### src/rtl/poly1305_blockfeed.sv
// Poly1305 block feeder: packs little-endian message bytes into 16-byte blocks with the high "1" bit,
// issues them to the block processor and holds the running accumulator until the finalizer takes it.
module poly1305_blockfeed #(
   parameter bit CLAMP_R = 1'b1
) (
   input  logic         clk,
   input  logic         reset,
   input  logic [127:0] key_r,
   input  logic         in_valid,
   output logic         in_ready,
   input  logic [7:0]   in_data,
   input  logic         in_last,
   output logic [127:0] pb_r,
   output logic [128:0] pb_m,
   output logic [129:0] pb_a,
   output logic         pb_start,
   input  logic         pb_done,
   input  logic [129:0] pb_a_res,
   output logic         acc_valid,
   input  logic         acc_ready,
   output logic [129:0] acc_out
);
   localparam logic [127:0] ClampMask = 128'h0ffffffc_0ffffffc_0ffffffc_0fffffff;

   typedef enum logic [1:0] {StFill, StIssue, StWait, StOut} state_e;

   state_e       state_q;
   logic [3:0]   cnt_q;
   logic [127:0] buf_q;
   logic         last_q;
   logic         first_q;

   logic         accept;
   logic         close;
   logic [4:0]   nbytes;
   logic [127:0] buf_d;
   logic [128:0] blk_m;
   logic [127:0] r_in;

   assign in_ready = (state_q == StFill) && !reset;
   assign accept   = in_valid && in_ready;
   assign close    = (cnt_q == 4'd15) || in_last;
   assign nbytes   = {1'b0, cnt_q} + 5'd1;
   assign acc_out  = pb_a;
   assign r_in     = CLAMP_R ? (key_r & ClampMask) : key_r;

   // Block as it would look if the byte on in_data closes it: unused bytes zeroed, then the
   // Poly1305 "1" appended directly above the last message byte.
   always_comb begin
      buf_d = buf_q;
      buf_d[{cnt_q, 3'b000} +: 8] = in_data;
      blk_m = '0;
      for (int unsigned i = 0; i < 16; i++) begin
         if (5'(i) < nbytes) blk_m[8*i +: 8] = buf_d[8*i +: 8];
      end
      if (nbytes == 5'd16) begin
         blk_m[128] = 1'b1;
      end else begin
         blk_m[{1'b0, nbytes[3:0], 3'b000}] = 1'b1;
      end
   end

   always_ff @(posedge clk) begin
      if (reset) begin
         state_q   <= StFill;
         cnt_q     <= '0;
         buf_q     <= '0;
         last_q    <= 1'b0;
         first_q   <= 1'b1;
         pb_r      <= '0;
         pb_m      <= '0;
         pb_a      <= '0;
         pb_start  <= 1'b0;
         acc_valid <= 1'b0;
      end else begin
         pb_start <= 1'b0;
         unique case (state_q)
            StFill: begin
               if (accept) begin
                  buf_q <= buf_d;
                  cnt_q <= cnt_q + 4'd1;
                  if ((cnt_q == 4'd0) && first_q) begin
                     pb_r    <= r_in;
                     pb_a    <= '0;
                     first_q <= 1'b0;
                  end
                  if (close) begin
                     pb_m     <= blk_m;
                     last_q   <= in_last;
                     cnt_q    <= '0;
                     pb_start <= 1'b1;
                     state_q  <= StIssue;
                  end
               end
            end
            StIssue, StWait: begin
               if (pb_done) begin
                  pb_a  <= pb_a_res;
                  buf_q <= '0;
                  if (last_q) begin
                     acc_valid <= 1'b1;
                     state_q   <= StOut;
                  end else begin
                     state_q <= StFill;
                  end
               end else begin
                  state_q <= StWait;
               end
            end
            StOut: begin
               if (acc_ready) begin
                  acc_valid <= 1'b0;
                  pb_a      <= '0;
                  first_q   <= 1'b1;
                  state_q   <= StFill;
               end
            end
            default: state_q <= StFill;
         endcase
      end
   end

endmodule
### config.mk
export PLATFORM = sky130hd
export DESIGN_NAME = poly1305_blockfeed
export DESIGN_NICKNAME = d
export VERILOG_FILES = /design/src/rtl/poly1305_blockfeed.sv
export SDC_FILE = /design/constraint.sdc
export NUM_CORES = 1
export LEC_CHECK = 0
export CAP_MARGIN = 20
export CORE_AREA = 3 3 304 306
export DETAILED_ROUTE_END_ITERATION = 12
export DIE_AREA = 0 0 307 309
export DONT_BUFFER_PORTS = 1
export SYNTH_ARGS = -nofsm -noshare
export SYNTH_HDL_FRONTEND = slang
export SYNTH_SLANG_ARGS = --single-unit
### constraint.sdc
create_clock -name clk -period 7.5 [get_ports clk]
set_input_delay 1.125 -clock clk [delete_from_list [all_inputs] [get_ports clk]]
set_output_delay 1.125 -clock clk [all_outputs]
set_load 0.005 [all_outputs]
# Yosys cells after proc, flatten, opt, wreduce, memory -nomap -nowiden
# Index checks and enable logic that the tools add are counted.
# Widths: inputs -> output; s select.
# op_classes
n_reduce_logical	21
eq_ne	11
mux	45
order_cmp	18
addsub	3
n_bitwise	3
n_shift	2
# ops
operator	n
$mux 130	4
$pmux 130 s3	1
$mux 128	3
$pmux 128 s2	1
$bwmux 128	1
$mux 8	16
$or 128x121->128	1
$shift 8x9->128 const A	1
$shiftx 8x9->128	1
$lt 4x5->1 const A	8
$lt 3x5->1 const A	4
$reduce_and 3->1	4
$reduce_and 4->1	3
$lt 1x5->1 const A	2
$lt 2x5->1 const A	2
$mux 2	5
$ne 2x2->1 const B	5
$lt 7x9->1 const B	1
$mux 1	9
$neg 7->9	1
$ge 7x1->1 const B	1
$pmux 2 s3	1
$reduce_bool 2->1	3
$add 4x1->5 const B	1
other kinds (18)	24
# totals
register_bits	503
inputBits	272
out_inout_bits	520
word_cells	113

# Logic depth before layout (Yosys ltp)
# depth
ltp_word	7
depth_mapped	13
depth_no_buf	8

# Least setup slack after synthesis
# OpenSTA, ideal clock, no wires.
# synth_timing
kind	in2out
from	input reset
to	output in_ready
path_buffers	4
cell_stages	5
required_time_ps	6375
arrival_ps	2113
path_slack_ps	4262
cell_sequence	buf_2 -> buf_2 -> clkbuf_1 -> clkbuf_1 -> nor2_1
# synth_between
elab_chain_len	2
# synth_lines
item	line	source
from (decl)	7	input logic reset,
$logic_not 1->1	40	assign in_ready = (state_q == StFill) && !reset;
$logic_and 1x1->1	40	
to (decl)	10	output logic in_ready,
# No other way between the ends.

# Worst setup path in the final report
# layout_timing
from	register cnt_q[0]
to	register pb_m[17]
# layout_between
elab_chain_len	6
word_cells_on_any_way	13
cone_classes	add/sub (2); order compare (1); eq/ne (2); shift (2); mux (3); bitwise (1); reduce/logical (2)
# layout_lines
item	line	source
from (decl)	28	logic [3:0] cnt_q;
from (signal assigned)	81	cnt_q <= cnt_q + 4'd1;
$neg 7->9	51	buf_d[{cnt_q, 3'b000} +: 8] = in_data;
$shiftx 8x9->128 / $shift 8x9->128 (equally long branches)	51	
$bwmux 128	51	
$mux 8	54	if (5'(i) < nbytes) blk_m[8*i +: 8] = buf_d[8*i +: 8];
$or 128x121->128 (no source line)	-	
$mux 128	56	if (nbytes == 5'd16) begin
to (signal assigned)	88	pb_m <= blk_m;
to (decl)	14	output logic [128:0] pb_m,
# Several ways; a longest one is shown, not always the timed one.
# A chain may end at the register's enable or synchronous reset.

==> results.cfg <==
[outcome]
status = finished clean

[global_route]
grt_max_degree = 379
antenna_found_initial = 13
grt_pass1_vias = 15967
track_usage_pct = 15.7
grt_pass1_wl_um = 112000
grt_overflow = 0

[sta]
period_needed_ns = 4.38
min_period_over_period_pct = 58.5
setup_viol = 0
grt_setup_unrepaired = no
finalClockSkew_ns = 0.0704
worstMarginPinSlew_ns = 1.09
finalHoldViolCount = 0
slew_viol_final = 0
relSlewSlack_pct = 26.1
tns_ns = 0
fmax_mhz = 228

[cells_and_area]
syn2layout_area_growth_pct = 8.46
nFillCells = 9688
regArea_mm2 = 0.0101
num-nets-final = 2637
final_core_util_pct = 26.1
multiInputGateArea_mm2 = 0.00945
postLayoutCellArea_mm2 = 0.0234
drive_gt1_share_pct = 7.49

[power]
leakagePower_nw = 8.08
ir_drop_mv = 0.176
powerDensity_mw_per_mm2 = 276

[synthesis]
synthesis.area_mm2 = 0.0216
ys.flop_type = dfxtp_1
ys_types = 83
synth_compound_area_share_pct = 19.5
muxShareOfSynthArea_pct = 4.58
synth_area_leaders = dfxtp_1 (47%), nand2_1 (8.9%), a21oi_1 (7.8%), buf_4 (5.5%), mux2i_1 (3.9%)
yosys.area_share.simple_pct = 18.3
synth_warnings = 0
yosysTopAreaCell = dfxtp_1
synth.avg_cell_area_um2 = 8.27
synth.most_common_cell = nand2_1
netlist_instances = 2612
synth_edf_count = 0
ys_ff_latch = 503
synth_xor_area_share_pct = 0.162
yosysSeqAreaShare_pct = 46.6
yosys.area.top_type_share_pct = 46.6
synth_adder_area_share_pct = 0.521
synth_top_family_by_area = compound AO/OA/AOI/OAI gates
async_flop_share_pct = 0
synth_commonest_cells = nand2_1 (512), dfxtp_1 (503), a21oi_1 (336), nand3_1 (167), buf_4 (157)

[worst_setup_path]
worstSetupEndpointType = flip-flop
required_ns = 8.07
worstPathCellList = ha_1 -> a31o_2 -> nand2_4 -> clkinv_1 -> nor2_4 -> buf_4 -> nand2_1 -> o21ai_0
cp_top_family = buffers and inverters
critPathMaxFanout = 69
worst_path_max_delay_cell = clkinv_1
crit_buf_inv = 2
worstSetupPathType = reg2reg
cpPeakStageDelay_ns = 0.89
arrival_ns = 4.96
crit_path_start_kind = flip-flop

[clock_tree]
clock_sinks = 503
clockRootBuffer = clkbuf_16
numCtsBuffers = 56
clk-insertion-delay-late_ns = 0.66
cts_resized = 0
cts_tree = yes
cts_max_level = 2
cts_setup_buffers = 0
cts.path.max_buffers = 3
hold_buffers = 0
path_clk_slew_ns = 0.06

[die]
io_pins = 792
core_area_mm2 = 0.0899
fp.dieH_um = 309
num_rows = 110
die_w_um = 307
die-area_mm2 = 0.0949
start_util_pct = 24.0

[placed_design]
placed_cell_area_mm2 = 0.0213
place_congestion = 0.865
port_buffers = 0
dp_hpwl_um = 57500

[route]
wl_um = 80800
routed_via_density = 4.96
dr.pass1.iters = 6
post-route-drc-count = 0
post_drt_wl_per_cell_um = 22.5
drt-initial-drc-count = 1808
num_vias = 17813
ant_nets = 0

[hold_path]
hp-class = reg2reg

[run]
maxCapViolCount = 0
==> routing by layer <==
layer	share of wire (%)	routed length (um)	global-route usage (%)
met5	0.058	47	0
met4	2.9	2320	5.29
met1	40	32700	19.5
met3	13	10700	8.34
met2	43	35000	23.2
==> metrics by stage <==
step                      cells  total power, mW  hold WS [ns]  setup slack (ns)
after CTS                  3578             6.57         0.447              3.11
final                      3588             6.48         0.444              3.12
after detailed placement   3472             3.52         0.438              2.79
after global placement     3471             3.52         0.433              2.86
after global routing       3582             6.74         0.461              2.79
after floorplan            2633             3.43         0.425              4.26
==> where the power goes <==
part	switching [mW]	leakage (nW)	internal [mW]
clock network	1.21	0.996	1.81
registers	0.117	4.07	2.76
logic	0.444	3.02	0.143
total	1.77	8.08	4.71
==> placed cells by master (no fill, tap or decap), types with 23 or more instances in the layout <==
cell       instances
a2bb2oi_1         44
a21oi_1          336
buf_4             29
nand2_1          511
dfxtp_1          503
o21ai_1           23
clkbuf_16         56
nand3_1          167
a22oi_1           24
mux2i_1           84
o21ai_0          135
nor2_1           103
a22o_1            29
==> logic make-up after synthesis <==
logic type,count (synthesis)
compound gates,704
xor+xnor,4
fa+ha+maj,9
buf+inv,391
flops,503
mux,97
other cells,1
simple gates,903
==> flip-flops by register name (all words and copies together), names as in the netlist <==
name,count
acc_out,130
acc_valid,1
buf_q,128
cnt_q,4
first_q,1
last_q,1
pb_m,129
pb_r,106
pb_start,1
state_q,2
==> area by class of cell <==
class | instances | area share [%]
sequential | 503 | 43.0
inverter | 24 | 0.384
clock inverter | 30 | 1.88
timing repair buffer | 32 | 1.18
multi-input combinational | 1739 | 40.3
tap | 1176 | 6.28
clock buffer | 76 | 6.94
antenna | 8 | 0.0854
==> worst min-delay path: cells and delay by family, from the launching register on <==
family,cells,cell delay (ns)
flops,1,0.30
simple gates,1,0.05
compound gates,1,0.05
==> worst paths after layout <==
kind / startpoint / endpoint / slack [ns] / cells after the start
min reg2reg: buf_q[108] / buf_q[108] / 0.44 / 2
min: buf_q[108] / buf_q[108] / 0.44 / 2
max reg2reg: cnt_q[0] / pb_m[17] / 3.12 / 8
max: cnt_q[0] / pb_m[17] / 3.12 / 8
Power figures use the tool's default switching activity.
